<file path="src/rtl/enc_seq_prio.sv">
// Sequential priority encoder: captures a multi-hot request vector and emits one
// binary index per valid/ready handshake, lowest index first. Optional macro: ENC_SEQ_MERGE_EN.
module enc_seq_prio #(
  parameter  int N  = 4,
  localparam int W  = $clog2(N),
  localparam int CW = $clog2(N + 1)
) (
  input  logic          clk,
  input  logic          rst,
  input  logic          e,
  input  logic          load,
  input  logic [N-1:0]  a,
  input  logic          rdy,
  output logic [W-1:0]  y,
  output logic          v,
  output logic          busy,
  output logic [CW-1:0] cnt,
  output logic          done
);

  typedef enum logic {IDLE, BUSY} state_t;

  state_t         state_q, state_d;
  logic [N-1:0]   pend_q, pend_d;
  logic           done_q, done_d;

  logic [N-1:0]   lowest_oh;
  logic [N-1:0]   pop_oh;
  logic [W-1:0]   idx_c;
  logic [CW-1:0]  cnt_c;

  // Isolates the lowest set bit of pend; this is the bit a transfer removes.
  assign lowest_oh = pend_q & (~pend_q + N'(1));
  assign pop_oh    = (state_q == BUSY && rdy) ? lowest_oh : '0;

  always_comb begin
    idx_c = '0;
    cnt_c = '0;
    for (int i = N - 1; i >= 0; i--) begin
      if (pend_q[i]) idx_c = W'(i);
    end
    for (int i = 0; i < N; i++) begin
      cnt_c = cnt_c + CW'(pend_q[i]);
    end
  end

  // NOTE: sequential state uses non-blocking assignments so every register samples
  // pre-edge values, independent of process evaluation order.
  always_ff @(posedge clk or posedge rst) begin
    if (rst) begin
      state_q <= IDLE;
      pend_q  <= '0;
      done_q  <= 1'b0;
    end else begin
      state_q <= state_d;
      pend_q  <= pend_d;
      done_q  <= done_d;
    end
  end

  // NOTE: every combinational output gets a default first so no path can infer a latch.
  always_comb begin
    state_d = state_q;
    pend_d  = pend_q;
    done_d  = 1'b0;
    unique case (state_q)
      IDLE: begin
        if (load && e && a != '0) begin
          pend_d  = a;
          state_d = BUSY;
        end
      end
      BUSY: begin
        pend_d = pend_q & ~pop_oh;
`ifdef ENC_SEQ_MERGE_EN
        if (load && e) pend_d = pend_d | a;
`endif
        if (pend_d == '0) begin
          state_d = IDLE;
          done_d  = 1'b1;
        end
      end
      default: state_d = IDLE;
    endcase
  end

  always_comb begin
    v    = (state_q == BUSY);
    busy = (state_q == BUSY);
    y    = v ? idx_c : '0;
    cnt  = cnt_c;
    done = done_q;
  end

endmodule

</file>
<file path="config.mk">
export PLATFORM = sky130hd
export DESIGN_NAME = enc_seq_prio
export DESIGN_NICKNAME = d
export VERILOG_FILES = /design/src/rtl/enc_seq_prio.sv
export SDC_FILE = /design/constraint.sdc
export NUM_CORES = 1
export LEC_CHECK = 0
export CAP_MARGIN = 30
export CORE_AREA = 2 2 39 41
export DETAILED_ROUTE_END_ITERATION = 12
export DIE_AREA = 0 0 41 43
export GPL_ROUTABILITY_DRIVEN = 0
export GPL_TIMING_DRIVEN = 0
export MAX_ROUTING_LAYER = met4
export SYNTH_ARGS = -nofsm -noshare
export SYNTH_HDL_FRONTEND = slang
export SYNTH_SLANG_ARGS = --single-unit
</file>
<file path="constraint.sdc">
create_clock -name clk -period 2.47 [get_ports clk]
set_clock_uncertainty 0.2 [all_clocks]
set_input_delay 0.247 -clock clk [delete_from_list [all_inputs] [get_ports clk]]
set_output_delay 0.247 -clock clk [all_outputs]
set_load 0.01 [all_outputs]
</file>
==> results of run 1 <==
-- critical path: cells and delay by family (launching register included) --
| family | cells | cell delay [ns] |
|---|---|---|
| adder cells (fa/ha/maj) | 3 | 0.96 |
| flip-flops | 1 | 0.36 |
| buffers and inverters | 3 | 0.34 |
-- layer usage --
metal	wire length, µm	GRT usage (%)
met1	422	15.0
met2	448	19.7
met3	37	4.71
met4	0	6.00
met5	0	-
-- cell families (layout without fill, tap and decap cells) --
| family | after synthesis | after routing | share of synthesized area, % |
|---|---|---|---|
| AOI/OAI and AO/OA | 11 | 11 | 17.7 |
| adders and majority gates | 5 | 5 | 16.3 |
| buffers and inverters | 9 | 29 | 8.72 |
| DFF | 6 | 6 | 34.9 |
| muxes | 1 | 1 | 2.62 |
| and+or+nand+nor | 16 | 16 | 19.8 |
-- cell usage in the layout (no fill, tap or decap) --
cell	count
nor3_1	2
ha_1	4
a31oi_1	1
clkbuf_4	3
and3_1	1
clkdlybuf4s15_1	1
a21boi_0	1
buf_4	2
mux2_2	1
inv_1	4
o32a_1	1
a21o_1	1
nor2_1	4
o31a_1	1
nor2b_1	1
a21oi_1	1
and2_0	1
clkdlybuf4s50_1	13
clkbuf_1	1
nor4_1	1
nand2_1	3
o2bb2ai_1	1
o21ai_0	3
nand3_1	1
dlygate4sd2_1	2
or3b_1	1
and4b_1	1
fa_1	1
o31ai_1	1
inv_2	3
dfrtp_1	6
-- per-stage QoR --
step	std cells	utilization [%]	hold slack, ns	setup WS [ns]
floorplan	48	-	-0.162	0.552
global placement	80	44.1	0.268	-0.0196
detailed placement	80	44.1	0.276	-0.0364
CTS	84	46.0	0.0155	0.0296
global route	84	46.1	0.0478	0.0371
finish	84	46.1	0.0156	0.121
-- final cells by class --
type                       instances  share of cell area [%]
multi-input combinational         33                    38.0
clock buffer                       3                    3.53
timing repair buffer              17                    25.9
buffer                             2                    1.76
inverter                           7                    4.12
sequential                         6                    23.5
tap                               16                    3.14
-- report_power, final --
group	switching [mW]	internal [mW]
Sequential	0.0425	0.144
Clock	0.0315	0.0547
Combinational	0.244	0.272
-- repair_timing --
item,in CTS,in global routing
gates resized for setup,3,4
setup endpoints to repair,3,1
buffers inserted,1,0
gates cloned,0,0
pin swaps,0,0
-- state kept, by name, summed over array words and instances (netlist names) --
register  flops
busy          1
pend_q        4
done          1
-- worst min-delay path by stage --
stage	start	to	slack, ns
6_report	rst	done$_DFF_PP0_	0.02
5_1_grt	rst	pend_q[3]$_DFFE_PP0P_	0.05
4_1_cts	rst	done$_DFF_PP0_	0.02
3_5_place_dp	rst	pend_q[3]$_DFFE_PP0P_	0.28
3_3_place_gp	rst	pend_q[2]$_DFFE_PP0P_	0.27
2_1_floorplan	rst	busy$_DFF_PP0_	-0.16
==> impl_metrics.env, run 1 <==
export IMPL_cts_sinks=6
export IMPL_finalHoldViolCount=0
export IMPL_leakagePower_nw=0.303
export IMPL_fin_crit_sh_pct=95.1
export IMPL_r2r_end="busy$_DFF_PP0_"
export IMPL_max_cap_violations=0
export IMPL_path_class="register to primary output"
export IMPL_clockRootBuffer="clkbuf_4"
export IMPL_critPathLaunchType="register"
export IMPL_synthFlopType="dfrtp_1"
export IMPL_synth_seq_cells=6
export IMPL_fp_dieArea_um2=1760
export IMPL_critical_path_startpoint="pend_q[1]$_DFFE_PP0P_"
export IMPL_antennaDiodeCount=0
export IMPL_grt_pass1_wl_um=1440
export IMPL_rrSetupSlack_ns=0.61
export IMPL_ys_seq_area_share_pct=34.9
export IMPL_fmax_mhz=426
export IMPL_dpl_hpwl_um=735
export IMPL_first_global_vias=361
export IMPL_synth_area_top_cells="dfrtp_1 (35%), ha_1 (12%), inv_1 (6.1%)"
export IMPL_netlist_top_cells_count="inv_1 (7), dfrtp_1 (6), ha_1 (4), nor2_1 (4)"
export IMPL_clk_pin_slew_ns=0.04
export IMPL_multi_input_area_um2=243
export IMPL_synth_async_reset_ratio_pct=100
export IMPL_dieHeight_um=43
export IMPL_drive_above_1_share_pct=13.2
export IMPL_total_power_mw=0.789
export IMPL_tns_ns=0
export IMPL_cp_endpoint="cnt[1]"
export IMPL_clock_latency_ns=0.24
export IMPL_avgSynthCellArea_um2=8.97
export IMPL_nNetsFinal=84
export IMPL_cellPowerDensity_nw_per_um2=1240
export IMPL_synth_largest_area_cell="dfrtp_1"
export IMPL_worst_path_max_fanout=4
export IMPL_ff_latch_area_um2=150
export IMPL_netlist_area_um2=430
export IMPL_synth_distinct_cells=26
export IMPL_core_area_um2=1380
export IMPL_worstReg2RegStart="pend_q[1]$_DFFE_PP0P_"
export IMPL_relSlewSlack_pct=68.0
export IMPL_drtPass1Iterations=2
export IMPL_grt_max_degree=11
export IMPL_irDropWorstVdd_uv=620
export IMPL_num_rows=14
export IMPL_antenna_found_initial=0
export IMPL_globalRouteOverflowTotal=0
export IMPL_drt_wl_total_um=907
export IMPL_synth_top_area_share_pct=34.9
export IMPL_via_per_inst=4.68
export IMPL_cts_hold_buf=0
export IMPL_synth_most_common_cell="inv_1"
export IMPL_cts_tree="yes"
export IMPL_dieWidth_um=41
export IMPL_numCtsBuffers=3
export IMPL_yosys_warnings=0
export IMPL_num_vias=393
export IMPL_start_util_pct=31.1
export IMPL_clock_path_buffers=2
export IMPL_synthCells=48
export IMPL_rsz0062_at_grt="no"
export IMPL_cp_slowest_cell="fa_1"
export IMPL_numPortBuffers=16
export IMPL_io_pins=17
export IMPL_synth_edff_count=0
export IMPL_worst_setup_path_end_kind="primary output"
export IMPL_worst_pin_slew_ns=0.475
export IMPL_fin_crit_ns=2.35
export IMPL_required_ns=2.02
export IMPL_worstHoldPathType="input port to async pin"
export IMPL_critPathMaxStageDelay_ns=0.53
export IMPL_syn_nets=62
export IMPL_drv_slew=0
export IMPL_drcViolationCount=0
export IMPL_place_area_um2=611
export IMPL_drtIter0Drc=7
export IMPL_htree_num_levels=1
export IMPL_status="finished, final reports clean"
export IMPL_track_usage_pct=13.1
export IMPL_setup_viol_count_final=0
export IMPL_final_area_um2=638
export IMPL_cp_common_cell="ha_1"
export IMPL_detail_route_wl_per_cell_um=10.8
export IMPL_syn_to_final_growth_pct=48.3
export IMPL_worst_r2r_cell_count=4
export IMPL_arrival_ns=1.90
export IMPL_path_cells="inv_2, fa_1, inv_1, ha_1, ha_1, clkdlybuf4s15_1"
export IMPL_filler_cell_count=143
export IMPL_drtAntennaViolNets=0
Note: power is estimated with default switching activity, not from simulation.
==> run 2, diff against run 1 <==
--- a/config.mk
+++ b/config.mk
@@ -12,6 +12,7 @@
 export GPL_ROUTABILITY_DRIVEN = 0
 export GPL_TIMING_DRIVEN = 0
 export MAX_ROUTING_LAYER = met4
+export SLEW_MARGIN = 30
 export SYNTH_ARGS = -nofsm -noshare
 export SYNTH_HDL_FRONTEND = slang
 export SYNTH_SLANG_ARGS = --single-unit
==> constraint.sdc (replaced) <==
create_clock -name clk -period 2.1 [get_ports clk]
set_clock_uncertainty 0.2 [all_clocks]
set_input_delay 0.21 -clock clk [delete_from_list [all_inputs] [get_ports clk]]
set_output_delay 0.21 -clock clk [all_outputs]
set_load 0.01 [all_outputs]
==> impl_metrics.env, run 2 (synthesized netlist as in run 1, its figures left out) <==
export IMPL_filler_cell_count=137
export IMPL_io_pins=17
export IMPL_clock_latency_ns=0.24
export IMPL_max_cap_violations=0
export IMPL_placed_cells=80
export IMPL_start_util_pct=31.1
export IMPL_clk_pin_slew_ns=0.04
export IMPL_tns_ns=-0.0603
export IMPL_cellPowerDensity_nw_per_um2=1520
export IMPL_drtIter0Drc=9
export IMPL_setup_slack_ns=-0.0603
export IMPL_instances_no_fill=88
export IMPL_syn_to_final_growth_pct=62.2
export IMPL_arrival_ns=1.75
export IMPL_cts_sinks=6
export IMPL_antennaDiodeCount=0
export IMPL_critical_path_top_delay_family="adder cells"
export IMPL_drcViolationCount=0
export IMPL_worst_path_max_fanout=2
export IMPL_largest_reg_flops=4
export IMPL_required_ns=1.69
export IMPL_multi_input_area_um2=268
export IMPL_detail_route_wl_per_cell_um=11.4
export IMPL_globalRouteOverflowTotal=0
export IMPL_core_area_um2=1380
export IMPL_drv_slew=0
export IMPL_worstHoldPathType="input port to register"
export IMPL_worst_setup_path_end_kind="primary output"
export IMPL_clock_path_buffers=2
export IMPL_antenna_found_initial=0
export IMPL_grt_max_degree=11
export IMPL_worst_pin_slew_ns=0.475
export IMPL_first_global_vias=403
export IMPL_fin_crit_ns=2.16
export IMPL_grt_pass1_wl_um=1600
export IMPL_track_usage_pct=14.2
export IMPL_top_register="pend_q"
export IMPL_status="finished with violations"
export IMPL_path_cells="inv_2, fa_1, inv_2, ha_4, ha_4, buf_6"
export IMPL_dpl_hpwl_um=735
export IMPL_leakagePower_nw=0.337
export IMPL_relSlewSlack_pct=68.0
export IMPL_fp_dieArea_um2=1760
export IMPL_via_per_inst=4.66
export IMPL_path_depth=6
export IMPL_numCtsBuffers=3
export IMPL_critPathMaxStageDelay_ns=0.55
export IMPL_drt_wl_total_um=1000
export IMPL_critPathLaunchType="register"
export IMPL_drtPass1Iterations=2
export IMPL_dieWidth_um=41
export IMPL_cts_tree="yes"
export IMPL_mostFrequentLayoutCells="clkdlybuf4s50_1 (11), dfrtp_1 (6), buf_4 (5)"
export IMPL_ff_latch_area_um2=150
export IMPL_irDropWorstVdd_uv=750
export IMPL_path_class="register to primary output"
export IMPL_dieHeight_um=43
export IMPL_drive_above_1_share_pct=26.4
export IMPL_fin_crit_sh_pct=103
export IMPL_whs_ns=0.369
export IMPL_worst_r2r_cell_count=4
export IMPL_num_rows=14
export IMPL_cp_num_buf_inv=3
export IMPL_clockRootBuffer="clkbuf_4"
export IMPL_numPortBuffers=16
export IMPL_nNetsFinal=88
export IMPL_finalHoldViolCount=0
export IMPL_layout_commonest_cell="clkdlybuf4s50_1"
export IMPL_setup_viol_count_final=1
export IMPL_cp_slowest_cell="fa_1"
export IMPL_drtAntennaViolNets=0
export IMPL_rsz0062_at_grt="yes"
export IMPL_htree_num_levels=1
export IMPL_violations="setup timing"
export IMPL_whs_path_depth=2
export IMPL_fmax_mhz=463
export IMPL_num_vias=410
## run 2: area by class of cell
cell class | instances | area share, %
plain buffers | 2 | 1.79
inverters | 7 | 3.76
clock buffers | 3 | 3.23
multi-input cells | 33 | 38.4
repair buffers | 21 | 28.5
well taps | 16 | 2.87
flip-flops and latches | 6 | 21.5
## run 2: timing repair
action / 4_1_cts / 5_1_grt
resized for setup: 20 / 4
setup buffers: 3 / 1
hold endpoints to repair: 6 / 0
hold buffers: 1 / 0
setup endpoints to repair: 4 / 3
pin swaps: 1 / 2
## run 2: stage by stage
step	total power, mW	instance area (µm²)	util (%)	setup slack (ns)
detailed placement	0.852	611	44.1	-0.369
finish	1.06	698	50.5	-0.0603
global placement	0.847	611	44.1	-0.353
global route	1.16	698	50.5	-0.122
CTS	1.01	672	48.6	-0.0768
floorplan	0.570	430	-	0.219
## run 2: per-layer routing
metal	vias to the layer above	track usage [%]	share of wire, %	wire length [µm]
met5	-	-	0	0
met4	0	6.00	0	0
met3	0	4.71	3.5	35
met2	12	23.4	52	519
met1	183	14.6	45	449
li1	215	-	-	-
## run 2: worst paths after layout
check | from | end | slack [ns]
max in group asynchronous | rst | pend_q[2]$_DFFE_PP0P_ | 0.98
worst min-delay path | a[2] | pend_q[2]$_DFFE_PP0P_ | 0.37
worst max register to register | pend_q[1]$_DFFE_PP0P_ | busy$_DFF_PP0_ | 0.24
worst min register to register | pend_q[0]$_DFFE_PP0P_ | pend_q[0]$_DFFE_PP0P_ | 0.42
min in group asynchronous | rst | done$_DFF_PP0_ | 0.53
worst max-delay path | pend_q[1]$_DFFE_PP0P_ | cnt[1] | -0.06
## run 2: power by group
group          internal (mW)  total, mW  switching [mW]
logic                  0.400      0.739           0.339
registers              0.169      0.222          0.0532
clock network         0.0643      0.101          0.0371
